### src/rtl/riscv_fetch_pkg.sv
// Shared types and constants for the instruction fetch stage.
// Provides XLEN, the NOP encoding, the PC alignment mask and the FIFO entry type.
package riscv_fetch_pkg;

    localparam int XLEN = 32;
    localparam logic [XLEN-1:0] INST_NOP = 32'h0000_0013;
    localparam logic [XLEN-1:0] PC_ALIGN_MASK = 32'hFFFF_FFFC;

    typedef struct packed {
        logic [XLEN-1:0] pc;
        logic [XLEN-1:0] inst;
    } fetch_entry_t;

endpackage

### src/rtl/fetch_fifo.sv
// Synchronous FIFO of fetch_entry_t with flush (flush beats push).
// Ports: clk, rst_n, push/push_data, pop, flush, count, head (registered head entry).
module fetch_fifo
    import riscv_fetch_pkg::*;
#(
    parameter int DEPTH = 4,
    parameter int CW = $clog2(DEPTH + 1)
) (
    input  logic          clk,
    input  logic          rst_n,
    input  logic          push,
    input  fetch_entry_t  push_data,
    input  logic          pop,
    input  logic          flush,
    output logic [CW-1:0] count,
    output fetch_entry_t  head
);

    localparam int AW = $clog2(DEPTH);

    fetch_entry_t mem [DEPTH];
    logic [AW-1:0] rd_ptr;
    logic [AW-1:0] wr_ptr;

    assign head = mem[rd_ptr];

    always_ff @(posedge clk or negedge rst_n) begin
        if (!rst_n) begin
            rd_ptr <= '0;
            wr_ptr <= '0;
            count  <= '0;
            for (int i = 0; i < DEPTH; i++) begin
                mem[i] <= '0;
            end
        end else if (flush) begin
            rd_ptr <= '0;
            wr_ptr <= '0;
            count  <= '0;
        end else begin
            if (push) begin
                mem[wr_ptr] <= push_data;
                wr_ptr <= wr_ptr + 1'b1;
            end
            if (pop) begin
                rd_ptr <= rd_ptr + 1'b1;
            end
            if (push && !pop) begin
                count <= count + 1'b1;
            end else if (pop && !push) begin
                count <= count - 1'b1;
            end
        end
    end

endmodule

### src/rtl/instruction_fetch.sv
// Fetch stage: issues word-aligned PCs to a 1-cycle ROM and queues {pc, inst}.
// Ports: clk, rst_n, redirect*, mem* (ROM side), inst* (valid/ready to decode).
module instruction_fetch
    import riscv_fetch_pkg::*;
#(
    parameter logic [31:0] RESET_PC = 32'h0000_0000,
    parameter int FIFO_DEPTH = 4
) (
    input  logic            clk,
    input  logic            rst_n,
    input  logic            redirectValid,
    input  logic [XLEN-1:0] redirectPc,
    output logic            memEnable,
    output logic [XLEN-1:0] memAddress,
    input  logic [XLEN-1:0] memDataIn,
    output logic            instValid,
    output logic [XLEN-1:0] instData,
    output logic [XLEN-1:0] instPc,
    input  logic            instReady
);

    localparam int CW = $clog2(FIFO_DEPTH + 1);
    localparam logic [CW:0] DEPTH_W = (CW + 1)'(FIFO_DEPTH);

    logic [XLEN-1:0] fetch_pc;
    logic [XLEN-1:0] inflight_pc;
    logic            inflight;
    logic [CW-1:0]   count;
    logic [CW:0]     occupied;
    logic            issue;
    logic            push;
    logic            pop;
    fetch_entry_t    push_data;
    fetch_entry_t    head;

    // Credit check counts the outstanding ROM read so a push never
    // lands on a full FIFO; a pop this cycle is deliberately not credited.
    assign occupied  = {1'b0, count} + {{CW{1'b0}}, inflight};
    assign issue     = rst_n && !redirectValid && (occupied < DEPTH_W);
    assign memEnable = issue;
    assign memAddress = fetch_pc;

    // ROM output is registered every cycle, so only inflight qualifies it.
    assign push = inflight && !redirectValid;
    assign push_data = '{pc: inflight_pc, inst: memDataIn};
    assign pop = instValid && instReady;

    always_ff @(posedge clk or negedge rst_n) begin
        if (!rst_n) begin
            fetch_pc    <= RESET_PC & PC_ALIGN_MASK;
            inflight_pc <= '0;
            inflight    <= 1'b0;
        end else if (redirectValid) begin
            fetch_pc <= redirectPc & PC_ALIGN_MASK;
            inflight <= 1'b0;
        end else begin
            inflight <= issue;
            if (issue) begin
                inflight_pc <= fetch_pc;
                fetch_pc    <= fetch_pc + 32'd4;
            end
        end
    end

    fetch_fifo #(
        .DEPTH (FIFO_DEPTH),
        .CW    (CW)
    ) u_fifo (
        .clk       (clk),
        .rst_n     (rst_n),
        .push      (push),
        .push_data (push_data),
        .pop       (pop),
        .flush     (redirectValid),
        .count     (count),
        .head      (head)
    );

    assign instValid = (count != '0);
    assign instData  = head.inst;
    assign instPc    = head.pc;

endmodule
### config.mk
export PLATFORM = sky130hd
export DESIGN_NAME = instruction_fetch
export DESIGN_NICKNAME = d
export VERILOG_FILES = /design/src/rtl/riscv_fetch_pkg.sv /design/src/rtl/fetch_fifo.sv /design/src/rtl/instruction_fetch.sv
export SDC_FILE = /design/constraint.sdc
export NUM_CORES = 1
export LEC_CHECK = 0
export ABC_CLOCK_PERIOD_IN_PS = 6250
export BUFFER_PORTS_ARGS = -buffer_cell sky130_fd_sc_hd__buf_2
export CELL_PAD_IN_SITES_DETAIL_PLACEMENT = 2
export CELL_PAD_IN_SITES_GLOBAL_PLACEMENT = 2
export CORE_ASPECT_RATIO = 0.6
export CORE_UTILIZATION = 44
export CTS_CLUSTER_DIAMETER = 120
export DETAILED_ROUTE_END_ITERATION = 12
export PLACE_DENSITY_LB_ADDON = 0.1
export SYNTH_ARGS = -nofsm -noshare
export SYNTH_HDL_FRONTEND = slang
export SYNTH_SLANG_ARGS = --single-unit
### constraint.sdc
create_clock -name clk -period 6.25 [get_ports clk]
set_clock_uncertainty 0.2 [all_clocks]
set_input_delay 0.3125 -clock clk [delete_from_list [all_inputs] [get_ports clk]]
set_output_delay 0.3125 -clock clk [all_outputs]
set_load 0.005 [all_outputs]
Word level (Yosys, flattened, before mapping):

Cells that the tools add are included.

* bits in registers: 328
* input bits: 68
* output and inout port bits: 98
* word-level logic and storage cells: 60

* add/sub/neg operators: 6
* $lt $le $gt $ge: 4
* multiplexer cells: 16
* bitwise operators: 3
* reductions and logical operators: 17

Operators with widths (number)
* 256-bit bitwise mux: 1
* 64-bit 2-to-1 mux: 3
* 64-bit binary-select mux with 2-bit select: 1
* 64-bit demux with 2-bit select: 1
* 32-bit 2-to-1 mux: 2
* 32-bit by 3-bit adder with 32-bit output (second input constant): 1
* 3-bit 2-to-1 mux: 3
* 2-bit 2-to-1 mux: 4
* 1-bit logical AND: 7
* 3-bit greater-or-equal comparator (second input constant): 2
* 2-bit NOT with 3-bit output: 2
* 2-bit nonzero test: 3
* 3-bit nonzero test: 2
* 2-bit by 1-bit adder with 2-bit output (second input constant): 2
* 3-bit by 1-bit adder with 4-bit output: 1
* 4-bit by 3-bit < comparator with 1-bit output (second input constant): 1
* 2-bit AND reduction: 2
* 3-bit by 1-bit adder with 3-bit output (second input constant): 1
* 1-bit zero test: 3
* 3-bit by 1-bit < comparator with 1-bit output (second input constant): 1
* 3-bit by 1-bit subtractor with 3-bit output (second input constant): 1
* 1-bit 2-to-1 mux: 1
* 1-bit NOT: 1

Longest topological paths before layout:

Gate-level depths: netlist of run 1.

* depth in word-level cells: 7
* mapped depth: 9
* depth with buffers taken out: 7

By module:

From an unflattened synthesis of run 1, not the netlist that was laid out.

* cells, all modules: 999
* area, all modules: 15722.6 µm²

By module, submodules not included
* fetch_fifo: instances 1, cells each 658, area each 12707.2 µm², sequential area each 6581.3 µm²
* instruction_fetch: instances 1, cells each 341, area each 3015.4 µm², sequential area each 1526.5 µm²

Worst setup path before layout of run 1:

No wires, ideal clock.

* kind: reg2reg
* from: register fetch_pc[2], in the netlist memAddress[2]
* to: register fetch_pc[30], in the netlist memAddress[30]
* setup time: 69 ps
* arrival time: 2011 ps
* data required time: 5981 ps
* setup slack: 3969 ps
* cell stages (with the launch flop): 7
* period minus slack after synthesis: 2281 ps
* cells stage by stage: dfrtp_1 -> ha_1 -> nand3_1 -> nor4_4 -> nand3_2 -> or4_1 -> nand3_1

* cells in the longest elaborated chain, start to end: 3

RTL lines
* start: declaration: RTL line instruction_fetch.sv:25 `logic [XLEN-1:0] fetch_pc;`
* start signal: assignment: RTL line instruction_fetch.sv:50 `fetch_pc <= RESET_PC & PC_ALIGN_MASK;`
* start signal: assignment: RTL line instruction_fetch.sv:54 `fetch_pc <= redirectPc & PC_ALIGN_MASK;`
* start signal: assignment: RTL line instruction_fetch.sv:60 `fetch_pc <= fetch_pc + 32'd4;`
* 32-bit by 3-bit adder with 32-bit output: RTL line instruction_fetch.sv:60
* 32-bit 2-to-1 mux: RTL line instruction_fetch.sv:58 `if (issue) begin`
* 32-bit 2-to-1 mux: RTL line instruction_fetch.sv:53 `end else if (redirectValid) begin`

No other way between the ends. The select of a mux whose other input is x is not followed.
A chain may end at the register's enable or synchronous reset.

Worst setup path in the final report of run 1:

* from: register u_fifo.rd_ptr[0]
* to: output instData[9]

* cells in the longest elaborated chain, start to end: 4

RTL lines
* start: declaration: RTL line fetch_fifo.sv:22 `logic [AW-1:0] rd_ptr;`
* start signal: assignment: RTL line fetch_fifo.sv:45 `rd_ptr <= rd_ptr + 1'b1;`
* 2-bit NOT with 3-bit output (not written as such): RTL line fetch_fifo.sv:25 `assign head = mem[rd_ptr];`
* 64-bit binary-select mux with 2-bit select: RTL line fetch_fifo.sv:25
* 64-bit 2-to-1 mux (not written as such) (2 in a row): RTL line fetch_fifo.sv:25
* end: declaration: RTL line instruction_fetch.sv:17 `output logic [XLEN-1:0] instData,`

No other way between the ends. The select of a mux whose other input is x is not followed.

==> impl_metrics.yaml, run 1 <==
yosys:
  synth_seq_cells: 316
  yosys_warnings: 0
  syn_area_per_cell_um2: 14.1
  async_reset_ff_share_pct: 100
  synth_edf_count: 0
  yosysUniqueCellTypes: 46
  synthFlopType: "dfrtp_1"
  syn-instance-count: 989
  synth_area_mm2: 0.0140
  yosysSeqAreaShare_pct: 56.6
clock_tree:
  tritoncts: "done"
  clock_sinks: 316
  clockBufferDepth: 3
  post_cts_resized: 0
  ctsHoldBuffers: 63
  numCtsBuffers: 31
  htreeDepth: 1
  post_cts_buffers: 0
  clock_latency_ns: 0.57
  clock-root-buffer: "clkbuf_16"
  path_clk_slew_ns: 0.07
final_layout:
  nNetsFinal: 1266
  n_antenna_cell: 0
  drive_above_1_share_pct: 44.3
  final.fill_count: 2861
  syn_to_final_growth_pct: 20.7
  final_area_mm2: 0.0169
route:
  drc_errors: 0
  drt_wl_total_um: 39100
  wire_per_inst_um: 24.0
  antenna_left: 0
  drtPass1Iterations: 4
  drtIter0Drc: 376
  via_per_inst: 5.57
  vias: 9096
floorplan:
  start_util_pct: 44.8
  dieArea_mm2: 0.0325
  std_cell_rows: 50
  die_height_um: 140
  ios: 166
  fp.coreArea_mm2: 0.0312
  die_width_um: 232
global_route:
  grt_start_max_net_pins: 157
  grt_pass1_wl_um: 61900
  first_global_vias: 10364
  grt_overflow: 0
  grt.total_usage_pct: 24.8
  antenna_found_initial: 0
power:
  p_total_mw: 7.07
  p_leak_nw: 8.04
  p_per_area_mw_per_mm2: 419
  ir_drop_uv: 227
timing:
  tns_ns: 0
  worst_slew_pin_slew_ns: 1.08
  finalCriticalPeriod_ns: 3.50
  fmax_mhz: 286
  timing.final.crit_share_pct: 56.0
  rsz0062_at_grt: "false"
  slew-limit-headroom_pct: 27.7
  drv_slew: 0
  setup_viol: 0
  hold_viol: 0
status:
  status: "complete, no violations"
setup_path:
  r2r-start: "inflight"
  startpoint: "u_fifo.rd_ptr[0]"
  path_cells: "buf_4 > mux4_2 > buf_2"
  crit_path_end_kind: "output pin"
  cp_slowest_stage_delay_ns: 1.07
  worstPathRequired_ns: 5.74
  start_kind: "register"
  crit_arrival_ns: 2.99
  crit_fanout: 43
  path_class: "reg -> out"
  cpMaxStageDelayCell: "dfrtp_4"
worst_hold_path:
  min-delay-start: "instReady"
  hp-class: "in -> reg"
placement:
  placement.io_buffers: 159
  gp_congestion: 0.713
  place_area_mm2: 0.0152
  place_hpwl_um: 22700
run:
  maxCapViolations: 0
-- metrics by stage --
step                hold WS (ns)  utilization [%]  setup slack, ns  cells
floorplan                 -0.183                -             3.97    992
global placement           0.176             48.6             3.12   1512
detailed placement         0.173             48.6             3.05   1512
CTS                       0.0613             54.0             2.61   1632
global route              0.0671             54.0             2.51   1632
finish                    0.0717             54.0             2.75   1632
-- per-layer routing --
| layer | track usage (%) | vias to the layer above | wire [µm] |
|---|---|---|---|
| met5 | 0 | - | 0 |
| met4 | 4.92 | 0 | 723 |
| met3 | 3.89 | 59 | 1310 |
| met2 | 40.6 | 174 | 18500 |
| met1 | 35.1 | 4853 | 18500 |
| li1 | - | 4010 | - |
-- path summary, 6_finish.rpt --
check                           slack [ns]  cells past startpoint               end
worst max-delay path                  2.75                      3       instData[9]
worst min-delay path                  0.07                      4  u_fifo.rd_ptr[0]
worst max register to register        3.23                      3   u_fifo.mem[142]
worst min register to register        0.30                      1   u_fifo.mem[243]
max in group asynchronous             3.53                      4   u_fifo.mem[180]
min in group asynchronous             0.15                      2   u_fifo.mem[133]
-- Yosys cell counts, drive strengths merged (5+ instances only) --
cell type | count | share of area, %
dfrtp | 316 | 57
mux2 | 248 | 20
nand2 | 127 | 3.4
mux4 | 62 | 10
clkbuf | 47 | 1.3
nor2 | 23 | 0.62
o21ai | 23 | 0.82
nand3 | 20 | 0.75
buf | 15 | 0.57
nand4 | 9 | 0.51
o311ai | 9 | 0.56
inv | 8 | 0.21
nor2b | 7 | 0.31
o211ai | 7 | 0.38
a21oi | 6 | 0.21
a221o | 6 | 0.43
ha | 5 | 0.45
xnor2 | 5 | 0.31
-- power breakdown --
part / switching [mW] / total, mW / internal (mW) / leakage, nW
clock network: 0.829 / 1.98 / 1.15 / 0.528
registers: 0.554 / 3.17 / 2.61 / 4.12
logic: 0.780 / 1.92 / 1.14 / 3.39
total: 2.16 / 7.07 / 4.91 / 8.04
-- state kept, by name, summed over array words and instances (netlist names) --
register       count
memAddress        30
inflight           1
u_fifo.wr_ptr      2
u_fifo.count       3
u_fifo.mem       248
u_fifo.rd_ptr      2
inflight_pc       30
-- area by class of cell --
cell class              instances  area, µm²  share of cell area (%)
flip-flops and latches        316       7910                    46.9
inverters                       9       33.8                   0.200
clock inverters                10        135                   0.802
repair buffers                229       1500                    8.91
well taps                     416        520                    3.09
multi-input cells             605       5820                    34.5
clock buffers                  47        936                    5.55
-- worst max-delay path: cells and delay by family (launching register included) --
| kind | cells | cell delay (ns) |
|---|---|---|
| flip-flops | 1 | 1.07 |
| buffers and inverters | 2 | 0.71 |
| multiplexers | 1 | 0.61 |
-- layout by cell type (no fill, tap or decap), drive strengths merged, types with 7 or more instances in the layout --
master,instances
buf,166
clkbuf,47
dfrtp,316
dlygate4sd3,63
inv,9
mux2,248
mux4,62
nand2,127
nand3,20
nand4,9
nor2,23
nor2b,7
o211ai,7
o21ai,23
o311ai,9
-- cell families (layout without fill, tap and decap cells) --
group / after synthesis / after routing / synth area share, %
xor gates and xnor gates: 8 / 8 / 0.502
adders and majority gates: 6 / 6 / 0.591
muxes: 312 / 312 / 30.1
and+or+nand+nor: 211 / 211 / 6.95
other: 1 / 4 / 0.0268
buffers and inverters: 71 / 295 / 2.08
AOI/OAI and AO/OA: 64 / 64 / 3.13
DFF: 316 / 316 / 56.6
Note: power is estimated with default switching activity, not from simulation.
==> run 2: changes to the inputs <==
Settings changed: ABC_CLOCK_PERIOD_IN_PS 6250 to 2800, CORE_UTILIZATION 44 to 37.
Clock period 6.25 ns to 2.8 ns, I/O delays scaled along.
==> impl_metrics.yaml, run 2 (synthesis results as in run 1) <==
status:
  status: "complete, no violations"
placement:
  gp_congestion: 0.719
  placement.io_buffers: 159
  place_area_mm2: 0.0155
  placement.setup.worst_slack_ns: 0.248
  dp_cells: 1620
  place_hpwl_um: 24300
timing:
  worst_slew_pin_slew_ns: 0.977
  setup_viol: 0
  finalCriticalPeriod_ns: 2.56
  tns_ns: 0
  drv_slew: 0
  slew-limit-headroom_pct: 34.9
  fmax_mhz: 391
  fin_ws_ns: 0.240
  timing.final.crit_share_pct: 91.4
  rsz0062_at_grt: "false"
  hold_viol: 0
clock_tree:
  clock-root-buffer: "clkbuf_16"
  clock_latency_ns: 0.52
  clockBufferDepth: 3
  path_clk_slew_ns: 0.06
  numCtsBuffers: 35
  clock_sinks: 316
  tritoncts: "done"
  htreeDepth: 2
setup_path:
  startpoint: "u_fifo.rd_ptr[0]"
  r2r_slack_ns: 0.24
  path_class: "reg -> out"
  start_kind: "register"
  cp-endpoint: "instData[15]"
  worstPathRequired_ns: 2.46
  crit_fanout: 20
  r2r_end: "u_fifo.mem[196]"
  r2r-start: "inflight"
  worstRegToRegCells: 4
  crit_arrival_ns: 2.22
  crit_path_end_kind: "output pin"
floorplan:
  std_cell_rows: 54
  fp.coreArea_mm2: 0.0368
  ios: 166
  die_width_um: 253
  die_height_um: 153
  start_util_pct: 38.0
  dieArea_mm2: 0.0386
global_route:
  grt_pass1_wl_um: 62500
  antenna_found_initial: 0
  grt.total_usage_pct: 21.0
  first_global_vias: 10398
  grt_start_max_net_pins: 164
  grt_overflow: 0
route:
  antenna_left: 0
  via_per_inst: 5.26
  drc_errors: 0
  vias: 9182
  drtIter0Drc: 386
  drtPass1Iterations: 4
  wire_per_inst_um: 22.3
  drt_wl_total_um: 39000
power:
  power.switching_mw: 4.77
  power.share.switching_pct: 29.4
  ir_drop_uv: 376
  p_comb_share_pct: 27.6
  p_clk_share_pct: 30.0
  p_per_area_mw_per_mm2: 931
  intPower_mw: 11.4
  p_leak_nw: 8.27
  seqPwrFrac_pct: 42.4
worst_hold_path:
  hp-class: "in -> reg"
final_layout:
  final_area_mm2: 0.0174
  syn_to_final_growth_pct: 24.5
  layout_common_cells: "dfrtp_1, mux2_2, buf_2"
  largest-register: "u_fifo.mem"
  finalNonFillerCells: 1747
  drive_above_1_share_pct: 45.5
  fin_util_pct: 47.3
  n_antenna_cell: 0
  largest_register_ffs: 248
  nNetsFinal: 1291
  layout_commonest_cell: "dfrtp_1"
run:
  maxCapViolations: 0
run 2: what timing repair did:
| item | CTS | global route |
|---|---|---|
| setup buffers | 0 | 0 |
| hold buffers | 64 | 0 |
| endpoints found under the hold margin | 476 | 0 |
| gates resized for setup | 0 | 0 |
run 2: area by class of cell:
| cell class | instances | area (µm²) |
|---|---|---|
| inverter | 9 | 33.8 |
| clock inverter | 10 | 125 |
| tap | 504 | 631 |
| clock buffer | 53 | 1090 |
| fill | 3547 | 19400 |
| timing repair buffer | 250 | 1790 |
| multi-input combinational | 605 | 5820 |
| sequential | 316 | 7920 |
run 2: routing by layer:
metal | wire, µm | part of all wire (%) | global-route usage, %
met3 | 1450 | 3.7 | 3.50
met2 | 18100 | 46 | 33.2
met4 | 552 | 1.4 | 4.24
met1 | 18900 | 48 | 30.5
met5 | 0 | 0 | 0
run 2: critical path: stages, from the launching register on:
cell     delay [ns]
dfrtp_4        0.70
buf_12         0.27
mux4_2         0.56
buf_2          0.15
run 2: how the worst min path moves through the flow:
| stage | from | end | slack [ns] | depth (start not counted) |
|---|---|---|---|---|
| 2_1_floorplan | rst_n | inflight | -0.36 | 0 |
| 3_3_place_gp | rst_n | u_fifo.mem[139] | 0.13 | 2 |
| 3_5_place_dp | rst_n | u_fifo.mem[139] | 0.14 | 2 |
| 4_1_cts | redirectValid | u_fifo.count[2] | 0.05 | 3 |
| 5_1_grt | redirectValid | u_fifo.count[2] | 0.07 | 3 |
| 6_report | redirectValid | u_fifo.count[2] | 0.07 | 3 |
run 2: power by group through the flow:
stage                     clock network (mW)  registers (mW)  logic [mW]
after detailed placement                   0            6.93        4.46
final                                   4.86            6.87        4.46
after global placement                     0            6.86        4.33
after CTS                               5.02            6.89        4.56
after floorplan                            0            6.45        2.93
after global routing                    5.20            7.08        4.90
run 2: through the flow:
| stage | power (mW) | hold slack (ns) |
|---|---|---|
| 2_1_floorplan | 9.38 | -0.356 |
| 3_3_place_gp | 11.2 | 0.132 |
| 3_5_place_dp | 11.4 | 0.139 |
| 4_1_cts | 16.5 | 0.0521 |
| 5_1_grt | 17.2 | 0.0745 |
| 6_report | 16.2 | 0.0743 |
==> run 3: changes to the inputs <==
Settings changed: BUFFER_PORTS_ARGS -buffer_cell sky130_fd_sc_hd__buf_2 to -buffer_cell sky130_fd_sc_hd__buf_4, CAP_MARGIN set to 20.
==> impl_metrics.yaml, run 3 (synthesis results as in run 1) <==
timing:
  finalCriticalPeriod_ns: 2.56
  rsz0062_at_grt: "false"
  worst_slew_pin_slew_ns: 0.905
  drv_slew: 0
  hold_viol: 0
  tns_ns: 0
  timing.final.crit_share_pct: 91.4
  fmax_mhz: 391
  setup_viol: 0
  hold_ws_ns: 0.177
  slew-limit-headroom_pct: 39.7
global_route:
  antenna_found_initial: 0
  grt_overflow: 0
  grt_start_max_net_pins: 159
  grt.total_usage_pct: 20.5
  first_global_vias: 10251
  grt_pass1_wl_um: 61300
clock_tree:
  clock_latency_ns: 0.52
  numCtsBuffers: 35
  htreeDepth: 2
  path_clk_slew_ns: 0.06
  tritoncts: "done"
  ctsHoldBuffers: 67
  post_cts_resized: 0
  clock_sinks: 316
  clockBufferDepth: 3
  post_cts_buffers: 0
  clock-root-buffer: "clkbuf_16"
final_layout:
  layout_commonest_cell: "dfrtp_1"
  finalNonFillerCells: 1742
  final.fill_count: 3552
  largest_register_ffs: 248
  syn_to_final_growth_pct: 26.2
  largest-register: "u_fifo.mem"
  seq_area_mm2: 0.00792
  layout_common_cells: "dfrtp_1, mux2_2, buf_4"
  n_antenna_cell: 0
  nNetsFinal: 1293
  drive_above_1_share_pct: 44.7
  multi_input_area_mm2: 0.00582
setup_path:
  crit_path_end_kind: "output pin"
  worstPathRequired_ns: 2.46
  start_kind: "register"
  r2r_end: "memAddress[28]"
  crit_arrival_ns: 2.22
  r2r-start: "memAddress[2]"
  r2r_slack_ns: 0.43
  path_class: "reg -> out"
  worstRegToRegCells: 7
  crit_fanout: 28
floorplan:
  die_width_um: 253
  fp.coreArea_mm2: 0.0368
  dieArea_mm2: 0.0386
  std_cell_rows: 54
  die_height_um: 153
  ios: 166
  start_util_pct: 38.0
route:
  drtPass1Iterations: 4
  drc_errors: 0
  antenna_left: 0
  via_per_inst: 5.25
  drt_wl_total_um: 37700
  vias: 9143
  drtIter0Drc: 379
  wire_per_inst_um: 21.7
run:
  maxCapViolations: 0
status:
  status: "complete, no violations"
power:
  power.switching_mw: 4.68
  seqPwrFrac_pct: 42.8
  power.share.switching_pct: 29.2
  p_per_area_mw_per_mm2: 909
  intPower_mw: 11.4
  p_comb_share_pct: 30.4
  p_clk_share_pct: 26.9
  ir_drop_uv: 512
  p_leak_nw: 8.28
placement:
  dp_cells: 1619
  place_hpwl_um: 23900
  gp_congestion: 0.734
  placement.io_buffers: 159
worst_hold_path:
  hp-class: "in -> async"
-- run 3: critical path, stage by stage, from the launching register on --
cell and delay [ns]:
dfrtp_4 0.63, buf_12 0.30, mux4_2 0.59, buf_4 0.16
-- run 3: through the flow --
step	setup WS [ns]	util, %	power [mW]	instance area (µm²)
floorplan	0.519	-	9.38	14000
CTS	0.165	48.0	16.3	17600
detailed placement	0.469	43.3	11.8	15900
global route	0.117	48.0	17.0	17600
finish	0.240	48.0	16.0	17600
global placement	0.503	43.3	11.6	15900
-- run 3: power by group through the flow --
| stage | Combinational, mW | Sequential (mW) | Clock, mW |
|---|---|---|---|
| CTS | 4.99 | 6.86 | 4.46 |
| detailed placement | 4.89 | 6.93 | 0 |
| floorplan | 2.93 | 6.45 | 0 |
| global route | 5.32 | 7.06 | 4.65 |
| global placement | 4.76 | 6.87 | 0 |
| finish | 4.87 | 6.86 | 4.31 |
-- run 3: cell type report --
type,instances,share of cell area [%]
clock buffer,52,5.73
clock inverter,4,0.156
inverter,9,0.192
multi-input combinational,605,33.0
sequential,316,44.9
tap,504,3.58
timing repair buffer,252,12.4
-- run 3: layer usage --
metal | global-route usage, % | share of wire, %
met5 | 0 | 0
met4 | 4.18 | 1.6
met3 | 3.48 | 3.6
met2 | 31.3 | 45
met1 | 30.7 | 50
-- run 3: worst max-delay path by stage --
| stage | slack [ns] | end | from | cells after the start |
|---|---|---|---|---|
| 2_1_floorplan | 0.52 | memAddress[30] | memAddress[2] | 6 |
| 3_3_place_gp | 0.50 | memAddress[28] | memAddress[2] | 7 |
| 3_5_place_dp | 0.47 | memAddress[28] | memAddress[2] | 7 |
| 4_1_cts | 0.17 | instPc[13] | u_fifo.rd_ptr[0] | 3 |
| 5_1_grt | 0.12 | instPc[13] | u_fifo.rd_ptr[0] | 3 |
| 6_report | 0.24 | instPc[13] | u_fifo.rd_ptr[0] | 3 |
